`src/rtl/i2c_seq_pkg.sv`:
```
// Shared types and constants for the I2C command sequencer.
//   state_e   : sequencer FSM states
//   bc_op_e   : byte-engine operation codes
//   CMD_*     : accepted command codes
//   ST_*      : bit positions inside the status word
package i2c_seq_pkg;

    typedef enum logic [3:0] {
        S_IDLE, S_START, S_DEV_W, S_REG, S_WDATA,
        S_RSTART, S_DEV_R, S_RDATA, S_STOP, S_DONE
    } state_e;

    typedef enum logic [1:0] {
        OP_START = 2'd0,
        OP_STOP  = 2'd1,
        OP_WRITE = 2'd2,
        OP_READ  = 2'd3
    } bc_op_e;

    localparam int unsigned CMD_WR = 0;
    localparam int unsigned CMD_RD = 1;

    localparam int ST_BUSY      = 0;
    localparam int ST_ADDR_NACK = 1;
    localparam int ST_DATA_NACK = 2;
    localparam int ST_ILLEGAL   = 3;
    localparam int ST_ZERO_LEN  = 4;

endpackage

```
`src/rtl/i2c_cmd_sequencer.sv`:
```
// Expands one burst command into byte-level I2C operations for a byte engine.
// Ports:
//   clock, rst, clk_en                 : clock, async active-high reset, global enable
//   cmd_vld/cmd/addr/burst_len/cmd_ready : command channel (addr = {dev[6:0], reg[7:0]})
//   finish, status                     : completion pulse and result word
//   wr_vld/wr_data/wr_last/wr_ready    : write data stream (slave side)
//   rd_vld/rd_data/rd_last/rd_ready    : read data stream (slave side)
//   bc_vld/bc_op/bc_tx/bc_mack/bc_ready: byte-engine request
//   bc_done/bc_rx/bc_nack              : byte-engine completion
module i2c_cmd_sequencer
    import i2c_seq_pkg::*;
#(
    parameter int CSIZE = 4,
    parameter int LSIZE = 24,
    parameter int DSIZE = 8,
    parameter int ASIZE = 15
) (
    input  logic             clock,
    input  logic             rst,
    input  logic             clk_en,
    input  logic             cmd_vld,
    input  logic [CSIZE-1:0] cmd,
    input  logic [ASIZE-1:0] addr,
    input  logic [LSIZE-1:0] burst_len,
    output logic             cmd_ready,
    output logic             finish,
    output logic [4:0]       status,
    input  logic             wr_vld,
    input  logic [DSIZE-1:0] wr_data,
    input  logic             wr_last,
    output logic             wr_ready,
    output logic             rd_vld,
    output logic [DSIZE-1:0] rd_data,
    output logic             rd_last,
    input  logic             rd_ready,
    output logic             bc_vld,
    output logic [1:0]       bc_op,
    output logic [7:0]       bc_tx,
    output logic             bc_mack,
    input  logic             bc_ready,
    input  logic             bc_done,
    input  logic [7:0]       bc_rx,
    input  logic             bc_nack
);

    state_e           state_q, state_d;
    logic [CSIZE-1:0] cmd_q, cmd_d;
    logic [ASIZE-1:0] addr_q, addr_d;
    logic [LSIZE-1:0] cnt_q, cnt_d;
    logic             pend_q, pend_d;      // request accepted by engine, awaiting bc_done
    logic             bc_vld_q, bc_vld_d;
    bc_op_e           bc_op_q, bc_op_d;
    logic [7:0]       bc_tx_q, bc_tx_d;
    logic             bc_mack_q, bc_mack_d;
    logic             finish_q, finish_d;
    logic [4:0]       status_q, status_d;
    logic             rd_vld_q, rd_vld_d;
    logic [DSIZE-1:0] rd_data_q, rd_data_d;
    logic             rd_last_q, rd_last_d;

    logic       in_wdata, wr_acc, byte_done, last_byte, cmd_bad;
    logic [7:0] dev_w, dev_r;
    logic       unused_wr_last;

    // The byte counter is authoritative; wr_last carries no information here.
    assign unused_wr_last = wr_last;

    assign dev_w     = {addr_q[ASIZE-1 -: 7], 1'b0};
    assign dev_r     = {addr_q[ASIZE-1 -: 7], 1'b1};
    assign in_wdata  = (state_q == S_WDATA);
    assign byte_done = pend_q & bc_done;
    assign last_byte = (cnt_q == LSIZE'(1));
    assign cmd_bad   = ((cmd != CSIZE'(CMD_WR)) && (cmd != CSIZE'(CMD_RD))) || (burst_len == '0);

    // Write bytes pass straight from the write stream to the engine so that
    // wr_ready tracks bc_ready whenever no byte is in flight.
    assign wr_ready  = in_wdata & ~pend_q & bc_ready;
    assign wr_acc    = wr_vld & wr_ready & clk_en;

    assign cmd_ready = (state_q == S_IDLE) & ~rst;
    assign finish    = finish_q;
    assign status    = status_q;
    assign rd_vld    = rd_vld_q;
    assign rd_data   = rd_data_q;
    assign rd_last   = rd_last_q;
    assign bc_vld    = in_wdata ? (wr_vld & ~pend_q) : bc_vld_q;
    assign bc_op     = in_wdata ? OP_WRITE : bc_op_q;
    assign bc_tx     = in_wdata ? 8'(wr_data) : bc_tx_q;
    assign bc_mack   = bc_mack_q;

    always_comb begin
        state_d   = state_q;   cmd_d     = cmd_q;     addr_d    = addr_q;
        cnt_d     = cnt_q;     pend_d    = pend_q;    bc_vld_d  = bc_vld_q;
        bc_op_d   = bc_op_q;   bc_tx_d   = bc_tx_q;   bc_mack_d = bc_mack_q;
        finish_d  = finish_q;  status_d  = status_q;  rd_vld_d  = rd_vld_q;
        rd_data_d = rd_data_q; rd_last_d = rd_last_q;
        if (clk_en) begin
            finish_d = 1'b0;
            if (bc_vld_q && bc_ready) begin
                bc_vld_d = 1'b0;
                pend_d   = 1'b1;
            end
            if (wr_acc)    pend_d = 1'b1;
            if (byte_done) pend_d = 1'b0;
            if (rd_vld_q && rd_ready) begin
                rd_vld_d  = 1'b0;
                rd_last_d = 1'b0;
            end
            unique case (state_q)
                S_IDLE: if (cmd_vld) begin
                    cmd_d    = cmd;
                    addr_d   = addr;
                    cnt_d    = burst_len;
                    status_d = 5'b00001;
                    status_d[ST_ILLEGAL]  = (cmd != CSIZE'(CMD_WR)) && (cmd != CSIZE'(CMD_RD));
                    status_d[ST_ZERO_LEN] = (burst_len == '0);
                    state_d  = S_START;
                    // Bad commands pass through START without a bus request.
                    if (!cmd_bad) begin
                        bc_vld_d = 1'b1; bc_op_d = OP_START; bc_tx_d = 8'h00; bc_mack_d = 1'b0;
                    end
                end
                S_START: begin
                    if (status_q[ST_ILLEGAL] || status_q[ST_ZERO_LEN]) begin
                        state_d = S_DONE; finish_d = 1'b1; status_d[ST_BUSY] = 1'b0;
                    end else if (byte_done) begin
                        state_d  = S_DEV_W;
                        bc_vld_d = 1'b1; bc_op_d = OP_WRITE; bc_tx_d = dev_w; bc_mack_d = 1'b0;
                    end
                end
                S_DEV_W, S_REG, S_WDATA, S_DEV_R: if (byte_done) begin
                    if (bc_nack) begin
                        if (state_q == S_DEV_W || state_q == S_DEV_R) status_d[ST_ADDR_NACK] = 1'b1;
                        else                                          status_d[ST_DATA_NACK] = 1'b1;
                        state_d  = S_STOP;
                        bc_vld_d = 1'b1; bc_op_d = OP_STOP; bc_tx_d = 8'h00; bc_mack_d = 1'b0;
                    end else if (state_q == S_DEV_W) begin
                        state_d  = S_REG;
                        bc_vld_d = 1'b1; bc_op_d = OP_WRITE; bc_tx_d = addr_q[7:0]; bc_mack_d = 1'b0;
                    end else if (state_q == S_REG) begin
                        if (cmd_q == CSIZE'(CMD_WR)) begin
                            state_d = S_WDATA;
                        end else begin
                            state_d  = S_RSTART;
                            bc_vld_d = 1'b1; bc_op_d = OP_START; bc_tx_d = 8'h00; bc_mack_d = 1'b0;
                        end
                    end else if (state_q == S_DEV_R) begin
                        state_d = S_RDATA;
                    end else begin
                        cnt_d = cnt_q - 1'b1;
                        if (last_byte) begin
                            state_d  = S_STOP;
                            bc_vld_d = 1'b1; bc_op_d = OP_STOP; bc_tx_d = 8'h00; bc_mack_d = 1'b0;
                        end
                    end
                end
                S_RSTART: if (byte_done) begin
                    state_d  = S_DEV_R;
                    bc_vld_d = 1'b1; bc_op_d = OP_WRITE; bc_tx_d = dev_r; bc_mack_d = 1'b0;
                end
                S_RDATA: begin
                    if (byte_done) begin
                        rd_vld_d  = 1'b1;
                        rd_data_d = DSIZE'(bc_rx);
                        rd_last_d = last_byte;
                        cnt_d     = cnt_q - 1'b1;
                        if (last_byte) begin
                            state_d  = S_STOP;
                            bc_vld_d = 1'b1; bc_op_d = OP_STOP; bc_tx_d = 8'h00; bc_mack_d = 1'b0;
                        end
                    end else if (!pend_q && !bc_vld_q && !rd_vld_q) begin
                        // Issue the next read only once the hold register is empty;
                        // the final byte is NACKed to end the read.
                        bc_vld_d = 1'b1; bc_op_d = OP_READ; bc_tx_d = 8'h00; bc_mack_d = ~last_byte;
                    end
                end
                S_STOP: if (byte_done) begin
                    state_d = S_DONE; finish_d = 1'b1; status_d[ST_BUSY] = 1'b0;
                end
                S_DONE:  state_d = S_IDLE;
                default: state_d = S_IDLE;
            endcase
        end
    end

    always_ff @(posedge clock or posedge rst) begin
        if (rst) begin
            state_q   <= S_IDLE;   cmd_q     <= '0;       addr_q    <= '0;
            cnt_q     <= '0;       pend_q    <= 1'b0;     bc_vld_q  <= 1'b0;
            bc_op_q   <= OP_START; bc_tx_q   <= 8'h00;    bc_mack_q <= 1'b0;
            finish_q  <= 1'b0;     status_q  <= '0;       rd_vld_q  <= 1'b0;
            rd_data_q <= '0;       rd_last_q <= 1'b0;
        end else begin
            state_q   <= state_d;   cmd_q     <= cmd_d;     addr_q    <= addr_d;
            cnt_q     <= cnt_d;     pend_q    <= pend_d;    bc_vld_q  <= bc_vld_d;
            bc_op_q   <= bc_op_d;   bc_tx_q   <= bc_tx_d;   bc_mack_q <= bc_mack_d;
            finish_q  <= finish_d;  status_q  <= status_d;  rd_vld_q  <= rd_vld_d;
            rd_data_q <= rd_data_d; rd_last_q <= rd_last_d;
        end
    end

endmodule

```
`config.mk`:
```
export PLATFORM = sky130hd
export DESIGN_NAME = i2c_cmd_sequencer
export DESIGN_NICKNAME = d
export VERILOG_FILES = /design/src/rtl/i2c_seq_pkg.sv /design/src/rtl/i2c_cmd_sequencer.sv
export SDC_FILE = /design/constraint.sdc
export NUM_CORES = 1
export LEC_CHECK = 0
export ABC_CLOCK_PERIOD_IN_PS = 1900
export BUFFER_PORTS_ARGS = -buffer_cell sky130_fd_sc_hd__buf_2
export CAP_MARGIN = 40
export CORE_ASPECT_RATIO = 1.25
export CORE_UTILIZATION = 51
export CTS_BUF_LIST = sky130_fd_sc_hd__clkbuf_8
export DETAILED_ROUTE_END_ITERATION = 8
export GPL_TIMING_DRIVEN = 0
export HOLD_SLACK_MARGIN = 0.12
export PLACE_DENSITY = 0.79
export SLEW_MARGIN = 20
export SYNTH_ARGS = -nofsm -noshare
export SYNTH_HDL_FRONTEND = slang
export SYNTH_SLANG_ARGS = --single-unit
```
`constraint.sdc`:
```
create_clock -name clock -period 1.9 [get_ports clock]
set_input_delay 0.095 -clock clock [delete_from_list [all_inputs] [get_ports clock]]
set_output_delay 0.095 -clock clock [all_outputs]
set_load 0.01 [all_outputs]
```
Word-level counts from Yosys, hierarchy flattened. Cells that the tools add are included.

Add/sub/neg operators: 1. Multiply operators: 0. Divide/modulo/power cells: 0. $lt $le $gt $ge: 0. Equal/unequal tests: 30. Shift operators: 0. Multiplexer cells: 104. Bitwise logic cells: 10. Reductions and logical operators: 31.

Operator list (count): 24-bit 2-to-1 mux (7); 8-bit 2-to-1 mux (15); 24-bit case mux with 3 select lines (1); 4-bit 2-to-1 mux (12); 1-bit 2-to-1 mux (44); 8-bit case mux with 5 select lines (1); 2-bit 2-to-1 mux (16); 2-bit inequality test, second input constant (16); 24-bit by 1-bit equality test with 1-bit output, second input constant (1); 24-bit logical NOT (1); 4-bit case mux with 6 select lines (1); 24-bit by 1-bit subtractor with 24-bit output, second input constant (1); 9-bit AND reduction (2); 4-bit by 3-bit equality test with 1-bit output, second input constant (4); 6-bit AND reduction (2); 11-bit AND reduction (1); 5-bit inequality test, second input constant (2); 1-bit case mux with 5 select lines (2); 2-bit case mux with 5 select lines (1); 3-bit nonzero test (3); 4-bit by 2-bit equality test with 1-bit output, second input constant (2); 4-bit logical NOT (2); 1-bit AND (7); 7-bit AND reduction (1); other kinds (19) (31).

Register bits after elaboration: 76. Latch bits: 0. RAM bits: 0. Bits in read-only memories: 0. Bits of input ports: 69. Output and inout port bits: 30. Word-level logic and storage cells: 193. Memories kept: 0.

Longest topological paths before layout. Gate-level depths: netlist of the first run.

Depth in word-level cells: 9. Gate-level depth with buffers: 8. Mapped depth without buffers: 7.

Worst setup path after synthesis of the first run. No wires, ideal clock.

Path type: reg2reg. Start: reg cnt_q[0]. End: reg cnt_q[18]. Arrival: 1.938 ns. Setup slack: -0.159 ns. Cell stages (with the launch flop): 9. Path buffers: 1. Path through: dfrtp_1 -> inv_1 -> ha_1 -> or3b_2 -> clkbuf_1 -> nor4_4 -> and3_1 -> a31oi_1 -> o22a_1.

Longest elaborated chain between the ends: 7. Elaborated cells between the ends (all ways): 8. Classes of those cells: 1 x add/sub; 7 x mux.

Ends and longest elaborated chain: from (decl) (RTL line i2c_cmd_sequencer.sv:49) `logic [LSIZE-1:0] cnt_q, cnt_d;`; from (signal assigned) (RTL line i2c_cmd_sequencer.sv:195) `cnt_q <= cnt_d; pend_q <= pend_d; bc_vld_q <= bc_vld_d;`; 24-bit by 1-bit subtractor with 24-bit output (*) (RTL line i2c_cmd_sequencer.sv:150, i2c_cmd_sequencer.sv:166); 24-bit 2-to-1 mux (RTL line i2c_cmd_sequencer.sv:147) `end else if (state_q == S_DEV_R) begin`; 24-bit 2-to-1 mux (RTL line i2c_cmd_sequencer.sv:140) `end else if (state_q == S_REG) begin`; 24-bit 2-to-1 mux (RTL line i2c_cmd_sequencer.sv:137) `end else if (state_q == S_DEV_W) begin`; 24-bit 2-to-1 mux (RTL line i2c_cmd_sequencer.sv:132) `if (bc_nack) begin`; 24-bit 2-to-1 mux (RTL line i2c_cmd_sequencer.sv:131) `S_DEV_W, S_REG, S_WDATA, S_DEV_R: if (byte_done) begin`; 24-bit case mux with 3 select lines (*) (RTL line i2c_cmd_sequencer.sv:109) `unique case (state_q)`.

Mark *: on every way between the ends. The rest lies on a longest branch, timed or not. The select of a mux whose other input is x is not followed. A chain may end at the register's enable or synchronous reset.

Worst setup path after layout of the first run.
Start: in burst_len[17]. End: reg bc_tx_q[3].

Longest elaborated chain between the ends: 4.

Ends and longest elaborated chain: from (decl) (RTL line i2c_cmd_sequencer.sv:24) `input logic [LSIZE-1:0] burst_len,`; 24-bit logical NOT (RTL line i2c_cmd_sequencer.sv:73) `assign cmd_bad = ((cmd != CSIZE'(CMD_WR)) && (cmd != CSIZE'(CMD_RD))) || (burst_len == '0);`; 1-bit logical OR (RTL line i2c_cmd_sequencer.sv:73); 2-bit inequality test (no source line); 11-bit AND reduction (no source line); to (signal assigned) (RTL line i2c_cmd_sequencer.sv:196) `bc_op_q <= bc_op_d; bc_tx_q <= bc_tx_d; bc_mack_q <= bc_mack_d;`; to (decl) (RTL line i2c_cmd_sequencer.sv:53) `logic [7:0] bc_tx_q, bc_tx_d;`.

No other way between the ends.

==> results of run 1 <==
==> registers in the layout, summed over array words and instances, names as in the netlist <==
name / count
cnt_q: 24
addr_q: 15
bc_tx_q: 8
rd_data: 8
status: 5
cmd_q: 4
state_q: 4
bc_op_q: 2
bc_mack: 1
bc_vld_q: 1
finish: 1
pend_q: 1
rd_last: 1
rd_vld: 1
==> how the worst max path moves through the flow <==
stage | depth (start not counted) | start | slack, ns | to
after floorplan | 6 | cnt_q[8] | -0.11 | bc_tx_q[0]
final | 7 | burst_len[17] | -0.50 | bc_tx_q[3]
after global routing | 7 | burst_len[17] | -0.48 | bc_tx_q[3]
after detailed placement | 6 | state_q[1] | -0.58 | bc_tx[5]
after global placement | 6 | state_q[3] | -0.56 | bc_tx_q[2]
after CTS | 8 | state_q[0] | -0.22 | wr_ready
==> worst max-delay path, delay by kind of cell <==
family	cells	cell delay [ns]
AO/OA/AOI/OAI	3	0.63
AND/OR/NAND/NOR	2	1.29
buffers and inverters	2	0.68
==> power groups by stage <==
stage	clock, mW	sequential [mW]	combinational [mW]
4_1_cts	1.34	2.80	5.25
3_3_place_gp	0	2.80	3.99
3_5_place_dp	0	2.84	4.11
6_report	1.34	2.90	6.76
2_1_floorplan	0	2.75	2.98
5_1_grt	1.41	2.96	7.09
==> Yosys cell counts, drive strengths merged (4+ instances only) <==
library cell / number / area, µm²
or2: 4 / 25.0
nand2: 64 / 240
mux2: 21 / 236
o22a: 4 / 35.0
nor3: 27 / 135
o21ai: 22 / 114
and3: 5 / 31.3
a22oi: 11 / 82.6
clkbuf: 17 / 73.8
and2: 6 / 37.5
o31ai: 11 / 87.6
nor4: 15 / 139
buf: 20 / 125
o22ai: 5 / 31.3
a21oi: 28 / 144
nor2: 43 / 161
o2bb2ai: 10 / 87.6
a31oi: 6 / 37.5
a21o: 4 / 30.0
or3: 7 / 48.8
inv: 10 / 37.5
or4: 4 / 33.8
dfrtp: 76 / 1900
nand4: 5 / 37.5
a2bb2oi: 10 / 87.6
nand3: 15 / 75.1
a211oi: 8 / 65.1
nand2b: 5 / 31.3
==> logic make-up after synthesis <==
kind of cell             Yosys count  synth area share
buffers and inverters             47            0.0522
XOR/XNOR                           2           0.00387
flip-flops                        76             0.420
multiplexers                      21            0.0522
adder cells (fa/ha/maj)            2           0.00552
AO/OA/AOI/OAI                    142             0.221
AND/OR/NAND/NOR                  214             0.245
==> routing by layer <==
layer  routed length [µm]  global-route usage  up-vias
li1                     -                   -     2326
met1                 6610               0.411     2640
met2                 9590               0.622      431
met3                 1640              0.0644      135
met4                 1360               0.185        0
met5                    0                   0        -
==> timing repair <==
| action | 4_1_cts | 5_1_grt |
|---|---|---|
| hold endpoints to repair | 124 | 0 |
| buffers inserted | 34 | 35 |
| endpoints found under the setup margin | 88 | 84 |
| cloned | 1 | 7 |
| hold buffers | 48 | 0 |
| resized for setup | 123 | 98 |
| pin swaps | 23 | 30 |
==> stage by stage <==
stage                     setup TNS (ns)  instance area (µm²)  cells  utilization  setup slack [ns]
after floorplan                    -1.47                 4610    504            -            -0.112
after global placement            -33.32                 5250    720        0.606            -0.560
after detailed placement          -34.61                 5290    722        0.611            -0.580
after CTS                          -6.55                 6700    817        0.775            -0.225
after global routing              -15.34                 7370    856        0.852            -0.475
final                             -12.68                 7370    856        0.852            -0.503
==> layout make-up <==
class	instances	area, µm²	share of cell area
plain buffers	33	330	0.0448
clock buffers	11	151	0.0205
clock inverters	5	58.8	0.00798
inverters	10	48.8	0.00662
multi-input cells	382	3000	0.407
flip-flops and latches	76	1900	0.258
well taps	120	150	0.0204
repair buffers	219	1730	0.234
==> summary.md, run 1 <==
| Metric | Value |
|---|---|
| Register bit total from synthesis | `76` |
| Worst-path clk slew | `0.08 ns` |
| Count of different cell masters after synthesis | `72` |
| Leak pwr | `3.26 nW` |
| Final Hold Viols | `0` |
| Max-slew headroom | `0.193` |
| Register-to-register setup slack | `-0.31 ns` |
| Vias in the first global route | `5125` |
| Largest stage delay on the critical path | `1.00 ns` |
| Clock root buffer | `clkbuf_8` |
| Pwr per Cell Area | `1490 nW/µm²` |
| Clock power frac | `0.122` |
| Largest fanout on the critical path | `8` |
| TritonCTS clock tree | `built` |
| Hold Crit Class | `input port to register` |
| Net Switching | `4.96 mW` |
| Effective utilization at floorplan | `0.524` |
| Internal power | `6.03 mW` |
| Max-cap violations | `0` |
| Clock latency at the later pin of the worst-skew pair | `0.37 ns` |
| Commonest cells after routing, fill and taps aside | `buf_2, dfrtp_1, nand2_1` |
| Hold EP | `cnt_q[21]` |
| Fmax | `0.416 GHz` |
| Type of origin of the critical path | `input port` |
| Hold depth | `3` |
| Finish-stage setup viols | `73` |
| Worst clock skew | `0.0118 ns` |
| Worst r2r dst | `cnt_q[14]` |
| Kind of critical path | `input port to register` |
| Rows | `38` |
| Final WL | `19.2 mm` |
| Mean post-synth cell area | `8.99 µm²` |
| Fin crit period | `2.40 ns` |
| I/O pins | `99` |
| Hold WS | `0.134 ns` |
| Overall power | `11.0 mW` |
| Layout cell share with drive strength beyond 1 | `0.467` |
| Data arrival time of the worst path | `2.69 ns` |
| Worst setup EP type | `register` |
| Global-route wire length before repair | `25.3 mm` |
| # DRC | `0` |
| RSZ-0062 raised after global routing | `true` |
| WL/cell | `22.4 µm` |
| Largest net degree at the start of global routing | `36` |
| Final Net Count | `802` |
| Fin. max-slew vios | `0` |
| Most common cell after layout, fill and taps aside | `buf_2` |
| Placer's final routability congestion estimate | `0.915` |
| Via count | `5532` |
| GRT Residual Overflow | `0` |
| Antenna violations before repair | `0` |
| Post-synth net total | `575` |
| Fillcell total | `450` |
| Failing checks | `setup timing` |
| CTS max path bufs | `2` |
| Switching share of power | `0.451` |
| Number of flops mapped to enable cells by yosys | `0` |
| Cells after Synth | `504` |
| Worst path required time | `2.19 ns` |
| Post-Syn Area | `4530 µm²` |
| FF-to-FF path depth | `7` |
| Starting DRT DRC Count | `474` |
| Critical path's slowest cell | `nor4_1` |
| Port Buffers | `96` |
| Reg power frac | `0.264` |
| Period utilization | `1.26` |
| Asr flop ratio synth | `1.00` |
| Setup ws final | `-0.503 ns` |
| Slew @ Worst Pin | `1.20 ns` |
| Ant diodes | `0` |
| Die footprint | `9270 µm²` |
| Sequential element share of the synthesized area | `0.420` |
| Routed vias/inst | `6.46` |
| Routed Antenna Nets | `0` |
| Die Span Y | `107 µm` |
| CTS Buf Count | `9` |
| Main synth FF type | `dfrtp_1` |
| TritonCTS Sinks | `76` |
| CP Cell Sequence | `dlygate4sd3_1, buf_2, nor4_1, nand3_1, o21bai_4, a211o_4, o2bb2ai_1` |
| Gr usage total | `0.355` |
| Hold Path Origin | `burst_len[21]` |
| Die W | `86.3 µm` |
| Max H-tree Level | `3` |
| Status | `complete, but fails checks` |
| VDD IR-drop max | `914 µV` |
| Syn. warnings | `0` |
| Detailed Place HPWL | `9.62 mm` |
| R2r startpoint | `cnt_q[10]` |
| Number of iterations in the first detailed-routing pass | `6` |
| Syn-to-layout area delta | `62.6%` |
| Core area | `8650 µm²` |
| Comb power frac | `0.615` |
(Power assumes the default switching activity.)
==> run 2, diff against run 1 <==
Settings changed: ABC_CLOCK_PERIOD_IN_PS 1900 to 2200.
Clock period 1.9 ns to 2.2 ns, I/O delays scaled along.
==> summary.md, run 2 (synthesis gave the netlist of run 1 again) <==
| Metric | Value |
|---|---|
| Status | `finished clean` |
| GRT Residual Overflow | `0` |
| Fin crit period | `2.17 ns` |
| Final WL | `14.5 mm` |
| Clock latency at the later pin of the worst-skew pair | `0.36 ns` |
| Critical path's slowest cell | `or3_1` |
| Data arrival time of the worst path | `2.42 ns` |
| Largest fanout on the critical path | `10` |
| Effective utilization at floorplan | `0.524` |
| Largest stage delay on the critical path | `0.46 ns` |
| Kind of critical path | `register to register` |
| Clock root buffer | `clkbuf_8` |
| Final Net Count | `753` |
| Post-Place Worst Slack | `-0.396 ns` |
| RSZ-0062 raised after global routing | `true` |
| Placer's final routability congestion estimate | `0.946` |
| Port Buffers | `96` |
| Fillcell total | `657` |
| Hold Path Origin | `clk_en` |
| Pwr per Cell Area | `1240 nW/µm²` |
| Syn-to-layout area delta | `38.2%` |
| Layout cell share with drive strength beyond 1 | `0.338` |
| Multi-input gate area | `2570 µm²` |
| Die footprint | `9270 µm²` |
| TritonCTS clock tree | `built` |
| Worst setup EP type | `register` |
| Starting DRT DRC Count | `318` |
| TritonCTS Sinks | `76` |
| Max-slew headroom | `0.529` |
| Largest net degree at the start of global routing | `41` |
| Slew @ Worst Pin | `0.701 ns` |
| Global-route wire length before repair | `22.6 mm` |
| Rows | `38` |
| Vias in the first global route | `4825` |
| Setup ws final | `0.0342 ns` |
| Routed Antenna Nets | `0` |
| Worst path required time | `2.45 ns` |
| CTS max path bufs | `2` |
| Largest regs | `cnt_q x24, addr_q x15` |
| Leak pwr | `2.86 nW` |
| Gr usage total | `0.315` |
| Core area | `8650 µm²` |
| Largest Register | `cnt_q` |
| Max H-tree Level | `3` |
| Max-cap violations | `0` |
| Die Span Y | `107 µm` |
| I/O pins | `99` |
| CP Cell Sequence | `buf_2, or3_1, o21ai_4, or4_1, clkbuf_4, inv_2, a221o_1` |
| Register-to-register setup slack | `0.03 ns` |
| Antenna violations before repair | `0` |
| Worst clock skew | `0.0114 ns` |
| WL/cell | `18.0 µm` |
| Cell Count Post-Placement | `722` |
| Most common cell after layout, fill and taps aside | `buf_2` |
| FF-to-FF path depth | `7` |
| Seq. cell area | `1900 µm²` |
| Fmax | `0.462 GHz` |
| Ant diodes | `0` |
| Number of iterations in the first detailed-routing pass | `5` |
| Number of flip-flops in the largest register | `24` |
| Final Hold Viols | `0` |
| Hold Crit Class | `input port to register` |
| Finish-stage setup viols | `0` |
| Post-route insts no fill | `806` |
| Worst-path clk slew | `0.09 ns` |
| Routed vias/inst | `6.01` |
| Detailed Place HPWL | `9.39 mm` |
| Commonest cells after routing, fill and taps aside | `buf_2, dfrtp_1, nand2_1` |
| Worst setup path start | `state_q[2]` |
| Worst r2r dst | `bc_op_q[0]` |
| Hold depth | `3` |
| R2r startpoint | `state_q[2]` |
| Die W | `86.3 µm` |
| Type of origin of the critical path | `register` |
| Cell family with most CP delay | `simple AND/OR/NAND/NOR gates` |
| Hold EP | `rd_vld` |
| Buf/Inv on CP | `3` |
| Fin. max-slew vios | `0` |
| CTS Buf Count | `9` |
| # DRC | `0` |
| VDD IR-drop max | `655 µV` |
| Period utilization | `0.984` |
| Via count | `4842` |
run 2: cell type report:
class                      instances  share of cell area
buffer                            35              0.0376
timing repair buffer             169               0.184
clock inverter                     6              0.0144
sequential                        76               0.304
tap                              120              0.0240
clock buffer                       9              0.0198
inverter                          10             0.00639
multi-input combinational        381               0.410
run 2: how the worst max path moves through the flow:
stage / cells past startpoint / end / slack [ns]
after floorplan: 8 / cnt_q[18] / 0.14
after global placement: 2 / addr_q[14] / -0.77
after detailed placement: 7 / bc_tx[4] / -0.40
after CTS: 7 / bc_tx[4] / -0.05
after global routing: 6 / cnt_q[7] / -0.07
final: 7 / bc_op_q[0] / 0.03
run 2: timing repair:
action / 4_1_cts / 5_1_grt
cloned: 1 / 1
hold buffers: 43 / 0
resized for setup: 29 / 40
endpoints found under the hold margin: 82 / 0
setup endpoints to repair: 77 / 50
buffers inserted: 11 / 15
pin swaps: 3 / 9
run 2: metrics by stage:
stage               TNS [ns]   util  power, mW  cell area [µm²]  hold slack [ns]
floorplan                  0      -       4.84             4530            0.215
global placement      -66.90  0.597       5.76             5160            0.301
detailed placement     -7.49  0.600       5.87             5190            0.206
CTS                   -0.234  0.696       7.30             6020            0.128
global route          -0.880  0.724       8.24             6260            0.133
finish                     0  0.724       7.77             6260            0.118
run 2: worst reg2reg max path: stages (launching register included):
cell	delay, ns
dfrtp_1	0.36
buf_2	0.19
or3_1	0.46
o21ai_4	0.29
or4_1	0.20
clkbuf_4	0.22
inv_2	0.04
a221o_1	0.31
run 2: metal layers:
layer	wire [µm]	track usage
met1	5570	0.365
met2	7300	0.538
met3	1030	0.0652
met4	574	0.179
met5	0	0
run 2: power breakdown:
| group | switching [mW] | total, mW | leakage (nW) | internal [mW] |
|---|---|---|---|---|
| logic | 2.39 | 4.15 | 1.79 | 1.76 |
| registers | 0.461 | 2.44 | 0.956 | 1.98 |
| clock network | 0.546 | 1.18 | 0.105 | 0.634 |
| total | 3.40 | 7.77 | 2.86 | 4.37 |
